$ cat src/rtl/light_show_pkg.sv
// ----------------------------------------------------------------------------
// light_show_pkg
// Shared definitions for the light-show controller: FSM state type, mode
// encodings, colour range constants and small helper functions.
// ----------------------------------------------------------------------------
package light_show_pkg;

   typedef enum logic [2:0] {
      StIdle,
      StManual,
      StCycleWait,
      StCyclePress,
      StBlink
   } state_e;

   localparam logic [1:0] MODE_MANUAL = 2'b00;
   localparam logic [1:0] MODE_CYCLE  = 2'b01;
   localparam logic [1:0] MODE_BLINK  = 2'b10;
   localparam logic [1:0] MODE_HOLD   = 2'b11;

   localparam int unsigned N_COLOURS_DEFAULT = 6;
   localparam int unsigned COLOUR_MIN        = 1;
   localparam int unsigned COLOUR_MAX        = N_COLOURS_DEFAULT;

   // Next colour number of the selector, wrapping from n_max back to COLOUR_MIN.
   function automatic logic [2:0] colour_next(input logic [2:0] idx, input int unsigned n_max);
      logic [2:0] res;
      if (idx >= 3'(n_max)) res = 3'(COLOUR_MIN);
      else                  res = idx + 3'd1;
      return res;
   endfunction

   // HOLD shares the MANUAL state; its inputs are ignored there.
   function automatic state_e mode_state(input logic [1:0] mode);
      state_e res;
      case (mode)
         MODE_CYCLE: res = StCycleWait;
         MODE_BLINK: res = StBlink;
         default:    res = StManual;
      endcase
      return res;
   endfunction

endpackage

$ cat src/rtl/dwell_timer.sv
// ----------------------------------------------------------------------------
// dwell_timer
// Clearable up-counter with a terminal-count flag. o_tc is high while the
// count has reached max(i_dwell,1)-1, i.e. on the last cycle of the period.
// Ports:
//   i_clk    clock
//   i_rst    synchronous active-high reset (count -> 0)
//   i_clear  clear the count (priority over i_inc)
//   i_inc    advance the count by one
//   i_dwell  period length in cycles (0 treated as 1)
//   o_tc     terminal count reached
// ----------------------------------------------------------------------------
module dwell_timer #(
   parameter int unsigned DWELL_W = 8
) (
   input  logic               i_clk,
   input  logic               i_rst,
   input  logic               i_clear,
   input  logic               i_inc,
   input  logic [DWELL_W-1:0] i_dwell,
   output logic               o_tc
);

   logic [DWELL_W-1:0] r_count;
   logic [DWELL_W-1:0] w_limit;

   // Compared live against i_dwell so a shortened period expires at once.
   always_comb begin
      w_limit = '0;
      if (i_dwell != '0) w_limit = i_dwell - DWELL_W'(1);
   end

   assign o_tc = (r_count >= w_limit);

   always_ff @(posedge i_clk) begin
      if (i_rst || i_clear) r_count <= '0;
      else if (i_inc)       r_count <= r_count + DWELL_W'(1);
   end

endmodule

$ cat src/rtl/light_show_ctrl.sv
// ----------------------------------------------------------------------------
// light_show_ctrl
// Drives the button/sel inputs of a downstream lights selector in one of four
// modes (MANUAL, CYCLE, BLINK, HOLD) and keeps a shadow of its colour number.
// Ports:
//   i_clk          clock (rising edge)
//   i_rst          synchronous active-high reset
//   i_enable       run enable; 0 forces IDLE
//   i_mode         00 MANUAL, 01 CYCLE, 10 BLINK, 11 HOLD
//   i_dwell        CYCLE/BLINK period in cycles (0 treated as 1)
//   i_man_button   manual button request (MANUAL only)
//   i_man_sel      manual white/colour select (MANUAL only)
//   o_button       registered button drive
//   o_sel          registered sel drive (1 = white, 0 = colour)
//   o_colour_idx   shadow colour number, 1..N_COLOURS
//   o_busy         high in every state except IDLE
// ----------------------------------------------------------------------------
module light_show_ctrl
   import light_show_pkg::*;
#(
   parameter int unsigned DWELL_W   = 8,
   parameter int unsigned N_COLOURS = COLOUR_MAX
) (
   input  logic               i_clk,
   input  logic               i_rst,
   input  logic               i_enable,
   input  logic [1:0]         i_mode,
   input  logic [DWELL_W-1:0] i_dwell,
   input  logic               i_man_button,
   input  logic               i_man_sel,
   output logic               o_button,
   output logic               o_sel,
   output logic [2:0]         o_colour_idx,
   output logic               o_busy
);

   state_e     r_state;
   state_e     w_state_d;
   logic       r_button, w_button_d;
   logic       r_sel, w_sel_d;
   logic [2:0] r_colour, w_colour_d;
   logic       r_busy;
   logic [1:0] r_mode;
   logic       w_tmr_clear, w_tmr_inc, w_tmr_tc;

   dwell_timer #(
      .DWELL_W (DWELL_W)
   ) u_dwell_timer (
      .i_clk   (i_clk),
      .i_rst   (i_rst),
      .i_clear (w_tmr_clear),
      .i_inc   (w_tmr_inc),
      .i_dwell (i_dwell),
      .o_tc    (w_tmr_tc)
   );

   always_comb begin
      w_state_d   = r_state;
      w_button_d  = 1'b0;
      w_sel_d     = r_sel;
      w_tmr_clear = 1'b0;
      w_tmr_inc   = 1'b0;
      // The shadow follows the selector, which steps on each cycle the
      // registered button is high.
      w_colour_d  = r_button ? colour_next(r_colour, N_COLOURS) : r_colour;

      if (!i_enable) begin
         w_state_d   = StIdle;
         w_sel_d     = 1'b0;
         w_tmr_clear = 1'b1;
      end else if (r_state == StIdle || i_mode != r_mode) begin
         // Entry into a mode: fresh timer and no button, so no partial press.
         w_state_d   = mode_state(i_mode);
         w_tmr_clear = 1'b1;
         if (i_mode == MODE_CYCLE || i_mode == MODE_BLINK) w_sel_d = 1'b0;
      end else begin
         case (r_state)
            StManual: begin
               if (i_mode == MODE_MANUAL) begin
                  w_button_d = i_man_button;
                  w_sel_d    = i_man_sel;
               end
            end
            StCycleWait: begin
               w_sel_d = 1'b0;
               if (w_tmr_tc) begin
                  w_state_d   = StCyclePress;
                  w_button_d  = 1'b1;
                  w_tmr_clear = 1'b1;
               end else begin
                  w_tmr_inc = 1'b1;
               end
            end
            StCyclePress: begin
               w_state_d   = StCycleWait;
               w_sel_d     = 1'b0;
               w_tmr_clear = 1'b1;
            end
            StBlink: begin
               if (w_tmr_tc) begin
                  w_sel_d     = ~r_sel;
                  w_tmr_clear = 1'b1;
               end else begin
                  w_tmr_inc = 1'b1;
               end
            end
            default: begin
               w_state_d   = StIdle;
               w_sel_d     = 1'b0;
               w_tmr_clear = 1'b1;
            end
         endcase
      end
   end

   always_ff @(posedge i_clk) begin
      if (i_rst) begin
         r_state  <= StIdle;
         r_button <= 1'b0;
         r_sel    <= 1'b0;
         r_colour <= 3'(COLOUR_MIN);
         r_busy   <= 1'b0;
         r_mode   <= MODE_MANUAL;
      end else begin
         r_state  <= w_state_d;
         r_button <= w_button_d;
         r_sel    <= w_sel_d;
         r_colour <= w_colour_d;
         r_busy   <= (w_state_d != StIdle);
         r_mode   <= i_mode;
      end
   end

   assign o_button     = r_button;
   assign o_sel        = r_sel;
   assign o_colour_idx = r_colour;
   assign o_busy       = r_busy;

endmodule
$ cat config.mk
export PLATFORM = sky130hd
export DESIGN_NAME = light_show_ctrl
export DESIGN_NICKNAME = d
export VERILOG_FILES = /design/src/rtl/light_show_pkg.sv /design/src/rtl/dwell_timer.sv /design/src/rtl/light_show_ctrl.sv
export SDC_FILE = /design/constraint.sdc
export NUM_CORES = 1
export LEC_CHECK = 0
export ABC_AREA = 1
export CORE_UTILIZATION = 50
export DETAILED_ROUTE_END_ITERATION = 10
export PLACE_DENSITY = 0.74
export SLEW_MARGIN = 20
export SYNTH_ARGS = -nofsm -noshare
export SYNTH_HDL_FRONTEND = slang
export SYNTH_SLANG_ARGS = --single-unit
$ cat constraint.sdc
create_clock -name i_clk -period 3.7 [get_ports i_clk]
set_input_delay 0.555 -clock i_clk [delete_from_list [all_inputs] [get_ports i_clk]]
set_output_delay 0.555 -clock i_clk [all_outputs]
set_load 0.01 [all_outputs]
# --- After elaboration in Yosys (flattened, before gate mapping) ---
# Cells that the tools add are included.
totals:
  register_bits: 19
  latch_bits: 0
  ramBits: 0
  mem_bits_ro: 0
  input_bits: 15
  wordCells: 58
  memories: 0
op_classes:
  n_addsub: 3
  n_mul: 0
  n_div: 0
  n_lt_le_gt_ge: 2
  eq_ne: 10
  n_shift: 0
  muxes: 22
  n_bitwise: 2
  n_reduce_logical: 12
op_table:
  columns: ["cell", "count"]
  rows:
  - ["2-to-1 mux 1 bit", 12]
  - ["2-to-1 mux 3 bit", 4]
  - ["case mux 3 bit (3 select lines)", 1]
  - ["adder 8 x 1 -> 8 bit, second input constant", 1]
  - [">= comparator 8 bit", 1]
  - ["2-to-1 mux 8 bit", 1]
  - ["nonzero test 8 bit", 1]
  - ["subtractor 8 x 1 -> 8 bit, second input constant", 1]
  - ["== test 3 x 2 -> 1 bit, second input constant", 2]
  - ["case mux 1 bit (2 select lines)", 3]
  - ["case mux 3 bit (2 select lines)", 1]
  - ["OR reduction 2 bit", 3]
  - ["adder 3 x 1 -> 3 bit, second input constant", 1]
  - ["== test 3 x 1 -> 1 bit, second input constant", 1]
  - ["== test 3 bit, second input constant", 1]
  - [">= comparator 3 bit, second input constant", 1]
  - ["zero test 3 bit", 1]
  - ["logical OR 1 bit", 3]
  - ["!= test 3 x 2 -> 1 bit, second input constant", 1]
  - ["!= test 3 bit, second input constant", 1]
  - ["AND reduction 3 bit", 1]
  - ["nonzero test 3 bit", 1]
  - ["OR reduction 3 bit", 1]
  - ["== test 2 x 1 -> 1 bit, second input constant", 1]
  - ["other kinds (5)", 6]

# --- Depth between registers and ports, before layout ---
logic_depth:
  depth_word: 8
  depth_mapped: 21

# --- Cells and area by module ---
# From an unflattened synthesis, not the netlist that was laid out.
unflattened:
  hier_cells: 217
  hier_area_um2: 1445.1
modules_own_cells:
  columns: ["module", "instances", "cells_per_inst", "area_per_inst_um2", "seq_area_each_um2"]
  rows:
  - ["dwell_timer", 1, 118, 745.7, 160.2]
  - ["light_show_ctrl", 1, 99, 699.4, 220.2]

# --- Least setup slack after synthesis ---
# Ideal clock, no wire load.
synth_path:
  path_kind: "input to register"
  start: "in i_dwell[0]"
  end: "reg u_dwell_timer.r_count[0]"
  t_arrival_ps: 2457
  t_required_ps: 3628
  setup_slack_ps: 1171
  path_stages: 19
  path_cell_list: "inv_1 ha_1 nand2_1 inv_1 nand2_1 nor2_1 inv_1 nor2_1 or2_2 ha_1 nand2_1 nor2_1 nor2_1 nand2_1 nand2_1 nand3_2 nand2_1 nand3_1 a21oi_1"
synth_via:
  elab_chain_len: 8
  elab_cells_between_ends: 13
synth_rtl:
  columns: ["item", "line_no", "source"]
  rows:
  - ["start, declared", "light_show_ctrl.sv:28", "input logic [DWELL_W-1:0] i_dwell,"]
  - ["subtractor 8 x 1 -> 8 bit / nonzero test 8 bit (equally long branches)", "dwell_timer.sv:30", "if (i_dwell != '0) w_limit = i_dwell - DWELL_W'(1);"]
  - ["2-to-1 mux 8 bit (*)", "dwell_timer.sv:30", null]
  - [">= comparator 8 bit (*)", "dwell_timer.sv:33", "assign o_tc = (r_count >= w_limit);"]
  - ["2-to-1 mux 1 bit", "light_show_ctrl.sv:86, light_show_ctrl.sv:100", null]
  - ["case mux 1 bit (2 select lines)", "light_show_ctrl.sv:77", "case (r_state)"]
  - ["2-to-1 mux 1 bit", "light_show_ctrl.sv:71", "end else if (r_state == StIdle || i_mode != r_mode) begin"]
  - ["2-to-1 mux 1 bit", "light_show_ctrl.sv:67", "if (!i_enable) begin"]
  - ["logical OR 1 bit", "dwell_timer.sv:36", "if (i_rst || i_clear) r_count <= '0;"]
  - ["end signal, assigned", "dwell_timer.sv:37", "else if (i_inc) r_count <= r_count + DWELL_W'(1);"]
  - ["end, declared", "dwell_timer.sv:24", "logic [DWELL_W-1:0] r_count;"]
# Mark *: on every way between the ends. The rest lies on a longest branch, timed or not.
# A chain may end at the register's enable or synchronous reset.

# --- Worst setup path after layout ---
layout_path:
  start: "in i_dwell[0]"
  end: "reg u_dwell_timer.r_count[1]"
# The elaborated chain is that of the path after synthesis.

==> flow_summary.ini <==
[global_route]
globalRouteOverflowTotal = 0
grt_pass1_wl_um = 4860
antenna_found_initial = 0
grt_use_total_pct = 19.8
grt_max_degree = 12
grt_pass1_vias = 1161

[synthesis]
yosysSeqAreaShare_pct = 26.4
synthMuxAreaShare_pct = 0
yosys.area_share.simple_pct = 35.6
synth.avg_cell_area_um2 = 6.51
synth_nets = 250
yosys_warnings = 0
synth_compound_area_share_pct = 9.83
synthCells = 221
synth_xor_area_share_pct = 5.30
yosys.cell_types.count = 25
synth_fa_ha_area_share_pct = 12.2
synth_top_family_by_area = simple AND/OR/NAND/NOR gates
synth_area_um2 = 1440
synth_seq_cells = 19

[die]
start_util_pct = 52.6
die_h_um = 55.6
rows = 19
core_um2 = 2730
pin_count = 21
dieArea_um2 = 3100
die_width_um = 55.6

[power]
p_per_area_nw_per_um2 = 235
clockPowerShare_pct = 27.7
pwr-share-seq_pct = 52.8
p_leak_nw = 0.894
p_int_mw = 0.287
p_comb_share_pct = 19.6
switchingPower_mw = 0.114
peakVddDrop_mv = 0.200
netSwitchingFraction_pct = 28.4

[clock_tree]
cts_resized = 0
cts_tree = yes
post_cts_buffers = 0
htreeDepth = 1
clock_latency_ns = 0.31
cts-root-buf = clkbuf_4
clockBufferDepth = 2
cts.sinks = 19
ctsHoldBuffers = 0
cts.clk_slew.worst_paths_ns = 0.12
numCtsBuffers = 3

[placement]
placed_cells = 272
portBuffers = 20
place.gp.congestion = 0.813
dpl.hpwl_um = 2270

[setup_path]
cp.required_ns = 3.94
timing.rr.end = u_dwell_timer.r_count[1]
critPathKind = in2reg
worstSetupEndpoint = u_dwell_timer.r_count[1]
startpoint_type = primary input
startpoint = i_dwell[0]
r2r_setup_slack_ns = 1.93
cp-end-kind = register
critPathMaxFanout = 7
worstRegToRegCells = 11
r2r_start = u_dwell_timer.r_count[0]
arrival_ns = 3.21

[layout]
layout_commonest_cell = nand2_1
regArea_um2 = 380
fill_cells = 280
area_growth_pct = 18.5
layout_common_cells = 67 x nand2_1, 39 x inv_1, 21 x nor2_1
fin_nets = 275
antenna_cells = 0
multi_input_area_um2 = 905
layout-drive-gt1-share_pct = 7.35
instances_no_fill = 276

[drt]
drc_errors = 0
drt-total-wl_um = 2790
num_vias = 1343
ant_nets = 0
first_iter_violations = 32
first_pass_iters = 4
routed_via_density = 4.87
wl_per_cell_um = 10.1

[timing]
slew_viol_final = 0
final.period_utilization_pct = 80.2
rsz0062_at_grt = false
tns_ns = 0
hold_viol_final = 0
setup_viol = 0
tightest_slew_ns = 0.277
max_freq_mhz = 337
fin_crit_ns = 2.97
finClkSkew_ns = 0.00244
slew_headroom_pct = 81.4

[flow_run]
max_cap_violations = 0

[worst_hold_path]
hp-class = reg2reg

[run_status]
status = finished clean
==> Yosys cell counts, drive strengths merged <==
| cell type | count | area (um2) |
|---|---|---|
| dfxtp | 19 | 380 |
| or2 | 4 | 25.0 |
| nand4 | 2 | 12.5 |
| o21ai | 6 | 30.0 |
| nor3 | 3 | 15.0 |
| nand2 | 67 | 251 |
| xnor2 | 4 | 50.1 |
| o211ai | 2 | 15.0 |
| o211a | 1 | 10.0 |
| nand3 | 12 | 77.6 |
| xor2 | 3 | 26.3 |
| a21oi | 16 | 80.1 |
| nor2 | 25 | 123 |
| ha | 14 | 175 |
| inv | 41 | 154 |
| nand3b | 1 | 7.51 |
| o22ai | 1 | 6.26 |
==> worst min path at each step <==
stage	end	depth (start not counted)	startpoint	slack [ns]
global placement	u_dwell_timer.r_count[0]	2	u_dwell_timer.r_count[0]	0.50
detailed placement	u_dwell_timer.r_count[0]	2	u_dwell_timer.r_count[0]	0.50
CTS	u_dwell_timer.r_count[0]	2	u_dwell_timer.r_count[0]	0.52
floorplan	u_dwell_timer.r_count[7]	2	u_dwell_timer.r_count[7]	0.47
finish	u_dwell_timer.r_count[0]	2	u_dwell_timer.r_count[0]	0.51
global route	u_dwell_timer.r_count[0]	2	u_dwell_timer.r_count[0]	0.55
==> per-stage QoR <==
step | setup slack [ns] | total power [mW] | hold WS (ns) | utilization [%] | cell area (um2)
4_1_cts | 0.686 | 0.406 | 0.517 | 62.4 | 1710
3_3_place_gp | 0.430 | 0.294 | 0.502 | 61.4 | 1680
6_report | 0.731 | 0.401 | 0.508 | 62.4 | 1710
2_1_floorplan | 1.17 | 0.264 | 0.470 | - | 1440
3_5_place_dp | 0.377 | 0.295 | 0.498 | 61.4 | 1680
5_1_grt | 0.353 | 0.425 | 0.545 | 62.4 | 1710
==> state kept, by name, summed over array words and instances, names as in the netlist <==
name,count
u_dwell_timer.r_count,8
o_colour_idx,3
r_state,3
r_mode,2
o_busy,1
o_button,1
o_sel,1
==> area by class of cell <==
class                           count  share of cell area [%]
Multi-Input combinational cell    161                    53.0
Clock inverter                      1                   0.293
Inverter                           41                    9.02
Sequential cell                    19                    22.3
Timing Repair Buffer               20                    11.7
Clock buffer                        3                    1.32
Tap cell                           31                    2.27
==> cells by family (layout without fill, tap and decap cells) <==
family / count (synthesis) / count (layout)
flops: 19 / 19
fa+ha+maj: 14 / 14
buf+inv: 41 / 65
xor+xnor: 7 / 7
simple gates: 114 / 114
compound gates: 26 / 26
==> layer usage <==
metal / global-route usage [%] / part of all wire, %
met3: 3.26 / 3.3
met1: 27.5 / 53
met4: 10.4 / 1.8
met2: 29.6 / 42
met5: 0 / 0
==> power groups by stage <==
| stage | Clock (mW) | Sequential, mW | Combinational (mW) |
|---|---|---|---|
| finish | 0.111 | 0.211 | 0.0785 |
| global route | 0.123 | 0.212 | 0.0892 |
| CTS | 0.115 | 0.211 | 0.0795 |
| detailed placement | 0 | 0.216 | 0.0789 |
| global placement | 0 | 0.216 | 0.0783 |
| floorplan | 0 | 0.216 | 0.0474 |
==> critical path, cell delays in order <==
cell,delay [ns]
clkdlybuf4s50_1,0.42
inv_1,0.08
ha_1,0.18
nand2_1,0.06
inv_1,0.07
nand2_1,0.07
nor2_1,0.15
inv_1,0.05
nor2_1,0.17
inv_1,0.11
nand3_1,0.09
ha_1,0.24
nand2_1,0.08
nor2_1,0.05
nor2_1,0.07
nand2_1,0.07
nand2_1,0.09
nand3_2,0.14
nand2_1,0.09
nand3_1,0.21
a21oi_1,0.18
No activity file was read; power rests on OpenSTA's default activity.
